==> src/rtl/scene_renderer.sv <==
// Temple Run playfield pixel stage: two-deep pipeline behind the VGA timing generator.
// TRACK_SCROLL_EN enables per-frame dash scrolling; without it scroll stays 0.
module scene_renderer #(
  parameter int TRACK_X0  = 128,
  parameter int LANE_W    = 128,
  parameter int PLAYER_Y0 = 400,
  parameter int PLAYER_SZ = 32,
  parameter int SPEED     = 4
) (
  input  logic        clk,
  input  logic        rst_n,
  input  logic        pix_en,
  input  logic [11:0] hdata,
  input  logic [11:0] vdata,
  input  logic        valid,
  input  logic        hsync_in,
  input  logic        vsync_in,
  input  logic        lane_left,
  input  logic        lane_right,
  output logic [3:0]  vga_r,
  output logic [3:0]  vga_g,
  output logic [3:0]  vga_b,
  output logic        hsync,
  output logic        vsync,
  output logic [1:0]  lane,
  output logic [7:0]  scroll
);
  typedef enum logic [1:0] {P_NONE, P_LEFT, P_RIGHT} pend_t;
  typedef struct packed {
    logic player;
    logic divider;
    logic track;
  } region_t;

  // 13-bit geometry so x+radius never wraps
  localparam logic [12:0] B0   = 13'(TRACK_X0);
  localparam logic [12:0] B1   = 13'(TRACK_X0 + LANE_W);
  localparam logic [12:0] B2   = 13'(TRACK_X0 + 2*LANE_W);
  localparam logic [12:0] B3   = 13'(TRACK_X0 + 3*LANE_W);
  localparam logic [12:0] C0   = 13'(TRACK_X0 + LANE_W/2);
  localparam logic [12:0] C1   = 13'(TRACK_X0 + LANE_W + LANE_W/2);
  localparam logic [12:0] C2   = 13'(TRACK_X0 + 2*LANE_W + LANE_W/2);
  localparam logic [12:0] HALF = 13'(PLAYER_SZ/2);
  localparam logic [12:0] DIV  = 13'd2;
  localparam logic [11:0] Y0   = 12'(PLAYER_Y0);
  localparam logic [11:0] Y1   = 12'(PLAYER_Y0 + PLAYER_SZ);

  function automatic logic near(input logic [12:0] x, input logic [12:0] b,
                                input logic [12:0] r);
    return (x + r > b) && (x < b + r);
  endfunction

  pend_t       pending;
  logic        boundary;
  logic [12:0] x13, cen;
  logic [7:0]  dash_row;
  region_t     region_d, region_q;
  logic [1:0]  vld_pipe, hs_pipe, vs_pipe;
  logic [11:0] rgb;

  assign boundary = pix_en && (hdata == 12'd0) && (vdata == 12'd0);

  always_ff @(posedge clk or negedge rst_n) begin
    if (!rst_n) begin
      pending <= P_NONE;
      lane    <= 2'd1;
      scroll  <= 8'd0;
    end else begin
      if (boundary) begin
        case (pending)
          P_LEFT:  if (lane != 2'd0) lane <= lane - 2'd1;
          P_RIGHT: if (lane != 2'd2) lane <= lane + 2'd1;
          default: ;
        endcase
`ifdef TRACK_SCROLL_EN
        scroll <= scroll + 8'(SPEED);
`else
        scroll <= 8'd0;
`endif
      end
      // a request on the boundary edge itself survives to the next frame
      if (lane_left && !lane_right)      pending <= P_LEFT;
      else if (lane_right && !lane_left) pending <= P_RIGHT;
      else if (boundary)                 pending <= P_NONE;
    end
  end

  always_comb begin
    x13      = {1'b0, hdata};
    dash_row = vdata[7:0] + scroll;
    case (lane)
      2'd0:    cen = C0;
      2'd2:    cen = C2;
      default: cen = C1;
    endcase
    region_d.track   = (x13 >= B0) && (x13 < B3);
    region_d.divider = near(x13, B0, DIV) || near(x13, B3, DIV) ||
                       ((near(x13, B1, DIV) || near(x13, B2, DIV)) && !dash_row[5]);
    region_d.player  = (vdata >= Y0) && (vdata < Y1) && near(x13, cen, HALF);
  end

  always_ff @(posedge clk or negedge rst_n) begin
    if (!rst_n) begin
      vld_pipe <= 2'b00;
      hs_pipe  <= 2'b11;
      vs_pipe  <= 2'b11;
      region_q <= '0;
      rgb      <= 12'h000;
    end else if (pix_en) begin
      vld_pipe <= {vld_pipe[0], valid};
      hs_pipe  <= {hs_pipe[0], hsync_in};
      vs_pipe  <= {vs_pipe[0], vsync_in};
      region_q <= region_d;
      if (!vld_pipe[0])           rgb <= 12'h000;
      else if (region_q.player)   rgb <= 12'hF80;
      else if (region_q.divider)  rgb <= 12'hFFF;
      else if (region_q.track)    rgb <= 12'h642;
      else                        rgb <= 12'h0A0;
    end
  end

  assign {vga_r, vga_g, vga_b} = rgb;
  assign hsync = hs_pipe[1];
  assign vsync = vs_pipe[1];
endmodule
==> config.mk <==
export PLATFORM = sky130hd
export DESIGN_NAME = scene_renderer
export DESIGN_NICKNAME = d
export VERILOG_FILES = /design/src/rtl/scene_renderer.sv
export SDC_FILE = /design/constraint.sdc
export NUM_CORES = 1
export LEC_CHECK = 0
export ABC_AREA = 1
export CAP_MARGIN = 20
export CORE_MARGIN = 4
export CORE_UTILIZATION = 45
export CTS_BUF_LIST = sky130_fd_sc_hd__clkbuf_8
export CTS_CLUSTER_DIAMETER = 120
export DETAILED_ROUTE_END_ITERATION = 12
export GPL_ROUTABILITY_DRIVEN = 0
export PLACE_DENSITY = 0.82
export SYNTH_ARGS = -nofsm -noshare
export SYNTH_HDL_FRONTEND = slang
export SYNTH_SLANG_ARGS = --single-unit
==> constraint.sdc <==
create_clock -name clk -period 2.25 [get_ports clk]
set_clock_uncertainty 0.1 [all_clocks]
set_input_delay 0.3375 -clock clk [delete_from_list [all_inputs] [get_ports clk]]
set_output_delay 0.3375 -clock clk [all_outputs]
set_load 0.02 [all_outputs]
-- Yosys cells after proc, flatten, opt, wreduce, memory -nomap -nowiden
Cells that the tools add are included.
- register bits: 24
- input port bits: 32
- output and inout bits: 24
- word-level logic and storage cells: 71
- add/sub/neg operators: 5
- magnitude comparators: 14
- equal/unequal tests: 6
- muxes and demuxes: 11
- reductions and logical operators: 26
- operators by type and width (kind ; number):
    < comparator 12 x 9 -> 1 bit, second input constant ; 3
    2-to-1 mux 12 bit ; 3
    > comparator 13 x 9 -> 1 bit, second input constant ; 2
    zero test 12 bit ; 2
    < comparator 12 x 10 -> 1 bit, second input constant ; 2
    case mux 9 bit (2 select lines) ; 1
    adder 12 x 2 -> 13 bit, second input constant ; 1
    adder 12 x 5 -> 13 bit, second input constant ; 1
    adder 13 x 5 -> 13 bit, second input constant ; 1
    > comparator 13 x 10 -> 1 bit, second input constant ; 1
    > comparator 13 bit ; 1
    > comparator 13 x 8 -> 1 bit, second input constant ; 1
    logical AND 1 bit ; 13
    < comparator 12 x 13 -> 1 bit ; 1
    greater-or-equal comparator 12 x 8 -> 1 bit, second input constant ; 1
    greater-or-equal comparator 12 x 9 -> 1 bit, second input constant ; 1
    < comparator 12 x 8 -> 1 bit, second input constant ; 1
    2-to-1 mux 11 bit ; 1
    2-to-1 mux 2 bit ; 5
    inequality test 2 bit, second input constant ; 3
    equality test 2 bit, second input constant ; 2
    case mux 2 bit (2 select lines) ; 1
    AND reduction 4 bit ; 1
    nonzero test 2 bit ; 2
    7 further kinds ; 11

-- Depth between registers and ports, before layout
- word-level depth: 6
- mapped depth: 13

-- Worst setup path after synthesis
Ideal clock, no wire load.
- kind: register to register
- start point: register lane[0]
- end point: register region_q[2]
- arrival time: 1489 ps
- slack: 531 ps
- stages on the path, launching flop included: 9
- clock period less this slack: 1719 ps
- path through: dfstp_2 nor2_1 ha_1 a21oi_1 nand2_1 o21ai_0 nand2_1 o211ai_1 o21ai_0
- longest elaborated chain between the ends: 6
- RTL lines (what ; RTL line ; RTL):
    from (decl) ; 25 ; output logic [1:0] lane,
    from (signal assigned) ; 71 ; P_LEFT: if (lane != 2'd0) lane <= lane - 2'd1;
    from (signal assigned) ; 72 ; P_RIGHT: if (lane != 2'd2) lane <= lane + 2'd1;
    equality test 2 bit / zero test 2 bit (equally long branches) ; 91 ; case (lane)
    case mux 9 bit (2 select lines) (*) ; 91 ;
    adder 13 x 5 -> 13 bit ; 50 ; return (x + r > b) && (x < b + r);
    < comparator 12 x 13 -> 1 bit ; 50 ;
    logical AND 1 bit (*) ; 50 ;
    logical AND 1 bit (*) ; 99 ; region_d.player = (vdata >= Y0) && (vdata < Y1) && near(x13, cen, HALF);
    to (signal assigned) ; 113 ; region_q <= region_d;
    to (decl) ; 57 ; region_t region_d, region_q;
Mark *: on every way between the ends. The rest lies on a longest branch, timed or not.
A chain may end at the register's enable or synchronous reset.

-- Worst setup path after layout
- start point: input hdata[7]
- end point: register region_q[2]
- longest elaborated chain between the ends: 4
- RTL lines (what ; RTL line ; RTL):
    from (decl) ; 13 ; input logic [11:0] hdata,
    adder 12 x 5 -> 13 bit ; 50 ;
    > comparator 13 bit ; 50 ;
    logical AND 1 bit (*) ; 50 ;
    logical AND 1 bit (*) ; 99 ;
Marks and branches as above.

==> run_results.csv <==
group,metric,value,unit
power,pwr-share-seq,40.1,%
clock_tree,holdBufCountCts,0,
power,power_density,460.0,nW/um^2
timing,hold_viol,0,
die,fp.dieW,64.84,microns
synthesis,syn_inst,213,
global_route,busiest_layer,"met2",
global_route,antenna_found_initial,0,
timing,drv_slew,0,
final_layout,regArea,456.7,sq um
timing,setup_viol,0,
timing,fin_ws,0.1474,ns
run,max_cap_viol_count,0,
power,peakVddDrop,277.1,uV
worst_setup_path,worst_setup_path_start_kind,"primary input",
place,dp_hpwl,3037,microns
clock_tree,clk_pin_slew_worst_paths,0.07,ns
final_layout,most-common-layout-cells,"nand2_1 (52), clkdlybuf4s50_1 (47), inv_1 (26), nor2_1 (23)",
timing,rsz0062_at_grt,"no",
routing,first_iter_violations,55,
clock_tree,cts_setup_buffers,0,
routing,num_vias,1492,
die,initial_core_util,47.24,%
power,power.switching,0.0002812,W
routing,finalWirelength,3489,microns
die,core_area,3078,sq um
global_route,grt_pass1_vias,1403,
final_layout,syn_to_final_growth,40.45,%
clock_tree,cts_tree,"built",
clock_tree,cts_buffers,3,
clock_tree,htree_levels,1,
power,p_clk_share,27.7,%
final_layout,drive_above_1_share,16.42,%
global_route,grt_overflow,0,
synthesis,ys_seq_area_share,31.41,%
worst_setup_path,regToRegEndpoint,"region_q[2]",
global_route,grt_max_degree,19,
power,p_sw_share,29.94,%
clock_tree,clk-insertion-delay-late,0.25,ns
timing,clock.fmax,0.4756,GHz
worst_setup_path,max_stage_delay,0.57,ns
place,portBuffers,47,
clock_tree,post_cts_resized,0,
global_route,track_usage,17.55,%
worst_setup_path,critPathSlowestCell,"clkdlybuf4s50_1",
clock_tree,cts_root_buf,"clkbuf_8",
clock_tree,numClockSinks,18,
final_layout,fin_nets,305,
final_layout,final_common_cell,"nand2_1",
worst_setup_path,r2r_start,"lane[0]",
synthesis,yosysWarningCount,0,
worst_setup_path,rrSetupSlack,0.46,ns
global_route,grt.met1_usage,20.67,%
die,dieArea,4204,sq um
run_status,status,"completed",
power,power.leakage,0.9572,nW
die,row_count,20,
routing,drt_drc_violations_left,0,
worst_setup_path,end_kind,"flop",
routing,ant_nets,0,
routing,wire_per_inst,11.18,microns
synthesis,yosysUniqueCellTypes,33,
worst_setup_path,worstPathCellList,"clkdlybuf4s50_1, nand2_2, nor2_2, nor2_1, a21oi_1, ha_1, a21oi_1, nand2_1, o21ai_0, nand2_1, o211ai_1, o21ai_0",
final_layout,fin_cells,312,
power,p_int,0.0006581,W
routing,vias_per_cell,4.782,
synthesis,syn_area_per_cell,6.826,sq um
routing,dr.pass1.iters,4,
global_route,met2_usage,32.44,%
worst_setup_path,crit_fanout,5,
place,place_ws,-0.09561,ns
worst_setup_path,crit_required,2.28,ns
worst_setup_path,arrival,2.14,ns
die,ioPinCount,56,
timing,period_share,93.45,%
final_layout,multi_input_area,794.5,sq um
global_route,grt_pass1_wl,5934,microns
die,die_y,64.84,microns
final_layout,num_antenna_cells,0,
global_route,grt_use_met3,3.813,%
min_path,hp-class,"primary input to async pin",
final_layout,post-route-util,66.34,%
place,numPlacedInstances,308,
worst_setup_path,r2r_cells,8,
final_layout,fill_cells,293,
synthesis,syn_area,1454,sq um
power,pwr-share-comb,32.2,%
worst_setup_path,path_class,"primary input to flop",
timing,period_needed,2.103,ns
clock_tree,clk_path_buf_depth,2,
synthesis,synth-seq-cells,18,
==> power groups by stage <==
| stage | Combinational (W) | Clock (W) | Sequential (W) |
|---|---|---|---|
| floorplan | 0.000147 | 0 | 0.000400 |
| global route | 0.000331 | 0.000282 | 0.000382 |
| CTS | 0.000305 | 0.000262 | 0.000377 |
| global placement | 0.000296 | 0 | 0.000380 |
| finish | 0.000302 | 0.000260 | 0.000376 |
| detailed placement | 0.000303 | 0 | 0.000382 |
==> registers in the layout, indices dropped and copies added (netlist names) <==
| signal | flops |
|---|---|
| region_q | 3 |
| rgb | 6 |
| hs_pipe | 2 |
| pending | 2 |
| vld_pipe | 1 |
| vs_pipe | 2 |
| lane | 2 |
==> logic make-up after synthesis <==
| family | Yosys count | synth area share (%) |
|---|---|---|
| buf+inv | 45 | 15.75 |
| other cells | 1 | 0.2579 |
| fa+ha+maj | 4 | 3.442 |
| simple gates | 116 | 37.01 |
| xor+xnor | 2 | 1.205 |
| compound gates | 27 | 10.93 |
| flops | 18 | 31.41 |
==> routing by layer <==
layer	vias up	share of wire, %
met5	-	0
met4	0	0.23
met1	666	42
li1	773	-
met3	3	5.8
met2	50	52
==> critical path: cells and delay by family <==
family                   cells  cell delay (ns)
buffers and inverters        1             0.57
adder cells (fa/ha/maj)      1             0.28
AO/OA/AOI/OAI                5             0.55
AND/OR/NAND/NOR              5             0.40
==> layout make-up <==
cell class                      instances  area share [%]
Clock buffer                            4           2.696
Multi-Input combinational cell        157           38.91
Timing Repair Buffer                   61           28.19
Tap cell                               44           2.696
Inverter                               28           5.147
Sequential cell                        18           22.37
==> cells in the mapped netlist <==
| cell | number | area share [%] |
|---|---|---|
| inv_2 | 2 | 0.52 |
| nand3_2 | 2 | 1.4 |
| or2_1 | 1 | 0.43 |
| dfstp_2 | 5 | 9.0 |
| nand2_2 | 9 | 3.9 |
| inv_1 | 26 | 6.7 |
| o2111ai_1 | 1 | 0.60 |
| dfrtp_1 | 13 | 22 |
| nand2_1 | 52 | 13 |
| nand3_1 | 9 | 3.1 |
| a211oi_1 | 1 | 0.52 |
| clkbuf_1 | 2 | 0.52 |
| a31oi_1 | 1 | 0.43 |
| o21ai_1 | 2 | 0.69 |
| o22ai_1 | 1 | 0.43 |
| o211ai_1 | 3 | 1.5 |
| or2_2 | 1 | 0.43 |
| buf_4 | 14 | 7.2 |
| ha_1 | 4 | 3.4 |
| xor2_1 | 1 | 0.60 |
| nor3_1 | 5 | 1.7 |
| a21oi_1 | 2 | 0.69 |
| nor2_1 | 23 | 5.9 |
| nor4_1 | 1 | 0.43 |
| xnor2_1 | 1 | 0.60 |
| nor2_4 | 2 | 1.5 |
| nor2_2 | 5 | 2.2 |
| conb_1 | 1 | 0.26 |
| o21ai_0 | 14 | 4.8 |
| a32o_1 | 1 | 0.69 |
| nand4_1 | 6 | 2.6 |
| buf_6 | 1 | 0.77 |
| a21boi_0 | 1 | 0.52 |
==> worst max path at each step <==
stage                     cells past startpoint           to      from  slack [ns]
after floorplan                               8  region_q[2]   lane[0]        0.53
after CTS                                    12  region_q[2]  hdata[7]        0.16
after global placement                       12  region_q[2]  hdata[7]       -0.01
final                                        12  region_q[2]  hdata[7]        0.15
after detailed placement                     12  region_q[2]  hdata[7]        -0.1
after global routing                         12  region_q[2]  hdata[7]        0.03
==> per-stage QoR <==
stage,hold slack [ns],instance area [sq um],TNS [ns],total power (W)
4_1_cts,0.3145,2042,0,0.0009435
6_report,0.3104,2042,0,0.0009393
5_1_grt,0.3168,2042,0,0.0009957
3_3_place_gp,0.3558,1987,-0.009917,0.0006757
3_5_place_dp,0.3579,1987,-0.09561,0.0006846
2_1_floorplan,-0.05809,1480,0,0.0005469
No activity file was read; power rests on OpenSTA's default activity.
==> edit (same flow settings) <==
The parameter `LANE_W` goes from 128 to 96.
--- a/src/rtl/scene_renderer.sv
+++ b/src/rtl/scene_renderer.sv
@@ -2,7 +2,7 @@
 // TRACK_SCROLL_EN enables per-frame dash scrolling; without it scroll stays 0.
 module scene_renderer #(
   parameter int TRACK_X0  = 128,
-  parameter int LANE_W    = 128,
+  parameter int LANE_W    = 96,
   parameter int PLAYER_Y0 = 400,
   parameter int PLAYER_SZ = 32,
   parameter int SPEED     = 4
Behaviour: not the same (Yosys sat finds a counterexample within 4 cycles, from zero or initial values and one cycle with rst_n low).
==> edit against the unedited design <==
Largest cell class unchanged. Design area grew 20%. Area after synthesis up 22%. First-iteration DRC count rose by 140%. Global-route usage increased by 1.1 points. Combinational power increased by 23%. Critical path type unchanged. Largest power group unchanged. Total power up 7.4%. Die area increased by 19%. Critical path depth increased by 3. Non-clock buffer count grew 8. Synthesized cell count up 25%. Register-to-register slack worse by 160 ps. Wire length up 35%. Setup slack gained 88 ps. Sequential cell count did not move.
==> edit: results (changes against the unedited design) <==
| Metric | Value |
|---|---|
| Number of buffer cells added on primary ports | 47 (unchanged) |
| Cell class contributing the biggest share of worst-path delay | simple AND/OR/NAND/NOR gates |
| DRT iter0 DRCs | 134 (+140%) |
| Top area cells in the synthesized netlist | dfrtp_1, nand2_1, ha_1 |
| DP Area | 2370 um2 (+19%) |
| Inserted Diodes | 0 (unchanged) |
| Post-CTS Setup Bufs | 0 (unchanged) |
| Portion of the post-synthesis area used by sequential elements | 25.7% (-5.7 points) |
| Clk root buf | clkbuf_8 |
| Longest Clk Path Bufs | 2 (unchanged) |
| Fraction of final layout cells sized beyond drive strength 1 | 17.1% (+0.66 points) |
| Standard cell with the maximum stage delay on the critical path | dlygate4sd2_1 |
| Pin count of the biggest net entering global routing | 19 (unchanged) |
| Peak supply drop | 0.354 mV (+28%) |
| Worst slack on hold paths | 309 ps (-1.31 ps) |
| Number of CTS-inserted buffers | 3 (unchanged) |
| Setup slack of the worst register-to-register path | 300 ps (-160 ps) |
| Crit path arrival time | 2050 ps (-90 ps) |
| Routed wire length | 4700 um (+35%) |
| Top flop regs | rgb (6), region_q (3) |
| Clock input transition at the sequential cells of the worst setup and hold paths | 70 ps (about the same) |
| Initial antenna violation count | 0 (unchanged) |
| Total number of vias | 1875 (+26%) |
| Wire length of the first global-routing pass | 7690 um (+30%) |
| Count of cell types in the netlist | 33 (unchanged) |
| Synth Warn # | 0 (unchanged) |
| Critical Path Fanout Max | 3 (-2) |
| Cells after synthesis | 266 (+25%) |
| Most used flip-flop cell after synthesis | dfrtp_1 |
| Pre-antenna DRT Iters | 4 (unchanged) |
| Setup WS pre-CTS | -295 ps (-200 ps) |
| Clock insertion delay at the later pin of the skew report | 250 ps (about the same) |
| # H-tree levels | 1 (unchanged) |
| Fraction of met3 tracks used by global routing | 3.84% (+0.022 points) |
| Final nets | 375 (+23%) |
| Met2 capacity usage during global routing | 32.6% (+0.21 points) |
| Hold Crit Class | in2async |
| Run status | complete, no violations |
| Wire per inst | 12.5 um (+12%) |
| HPWL Detailed | 3810 um (+25%) |
| Vias in the first global route | 1770 (+26%) |
| Crit path time final | 2020 ps (-87.6 ps) |
| Count of filler cells inserted in the layout | 353 (+20%) |
| Combined global-route utilization of all metal layers | 18.6% (+1.1 points) |
| Share of flip-flops with an asynchronous set or reset | 100% (unchanged) |
| Commonest cells post-synth | nand2_1, inv_1, nor2_1 |
| Lkg Pwr | 0.00120 uW (+26%) |
| GR Layer Usage met1 | 23.6% (+2.9 points) |
| Delay of the slowest cell on the worst path | 250 ps (-320 ps) |
| Placed cell count | 372 (+21%) |
==> edit: cell count changes after synthesis, moves of 3 or more <==
cell     unedited run  this run
nand2_1            52        80
nand4_1             6         3
nand3_1             9        12
ha_1                4        14
nand2_2             9         5
inv_1              26        30
a21oi_1             2         6
==> edit: worst paths after layout <==
| check | start | end | cells after the start |
|---|---|---|---|
| max | hdata[4] | region_q[2] | 15 |
| min | rst_n | rgb[8] | 2 |
| max reg2reg | lane[1] | region_q[2] | 10 |
| min reg2reg | hs_pipe[1] | hs_pipe[1] | 2 |
| max in group asynchronous | rst_n | hs_pipe[0] | 2 |
| min in group clk | hs_pipe[1] | hs_pipe[1] | 2 |
==> edit: area by class of cell <==
cell class	instances	area (um2)	area share (%)
well taps	48	60.1	2.44
clock buffers	4	55.1	2.24
multi-input cells	206	1130	46.0
repair buffers	69	639	26.0
flip-flops and latches	18	457	18.6
inverters	31	116	4.74
==> edit: cell families (layout without fill, tap and decap cells) <==
family                   count (synthesis)  after routing  share of synthesized area [%]
AO/OA/AOI/OAI                           31             31                           10.3
AND/OR/NAND/NOR                        147            147                           37.6
buffers and inverters                   49            104                           13.7
flip-flops                              18             18                           25.7
XOR/XNOR                                 5              5                           2.46
adder cells (fa/ha/maj)                 14             14                           9.85
other                                    2              9                          0.422
==> edit: report_power, final <==
| group | internal (uW) | total (uW) | switching [uW] |
|---|---|---|---|
| clock network | 155 | 262 | 106 |
| logic | 177 | 372 | 195 |
| registers | 357 | 375 | 17.8 |
==> edit: layer usage <==
metal	wire length [um]	share of wire, %
met5	0	0
met4	14	0.30
met3	284	6.0
met2	2420	52
met1	1970	42
==> edit: repair_timing <==
item	CTS	global route
endpoints found under the setup margin	1	1
gates resized for setup	3	8
pin swaps	1	5
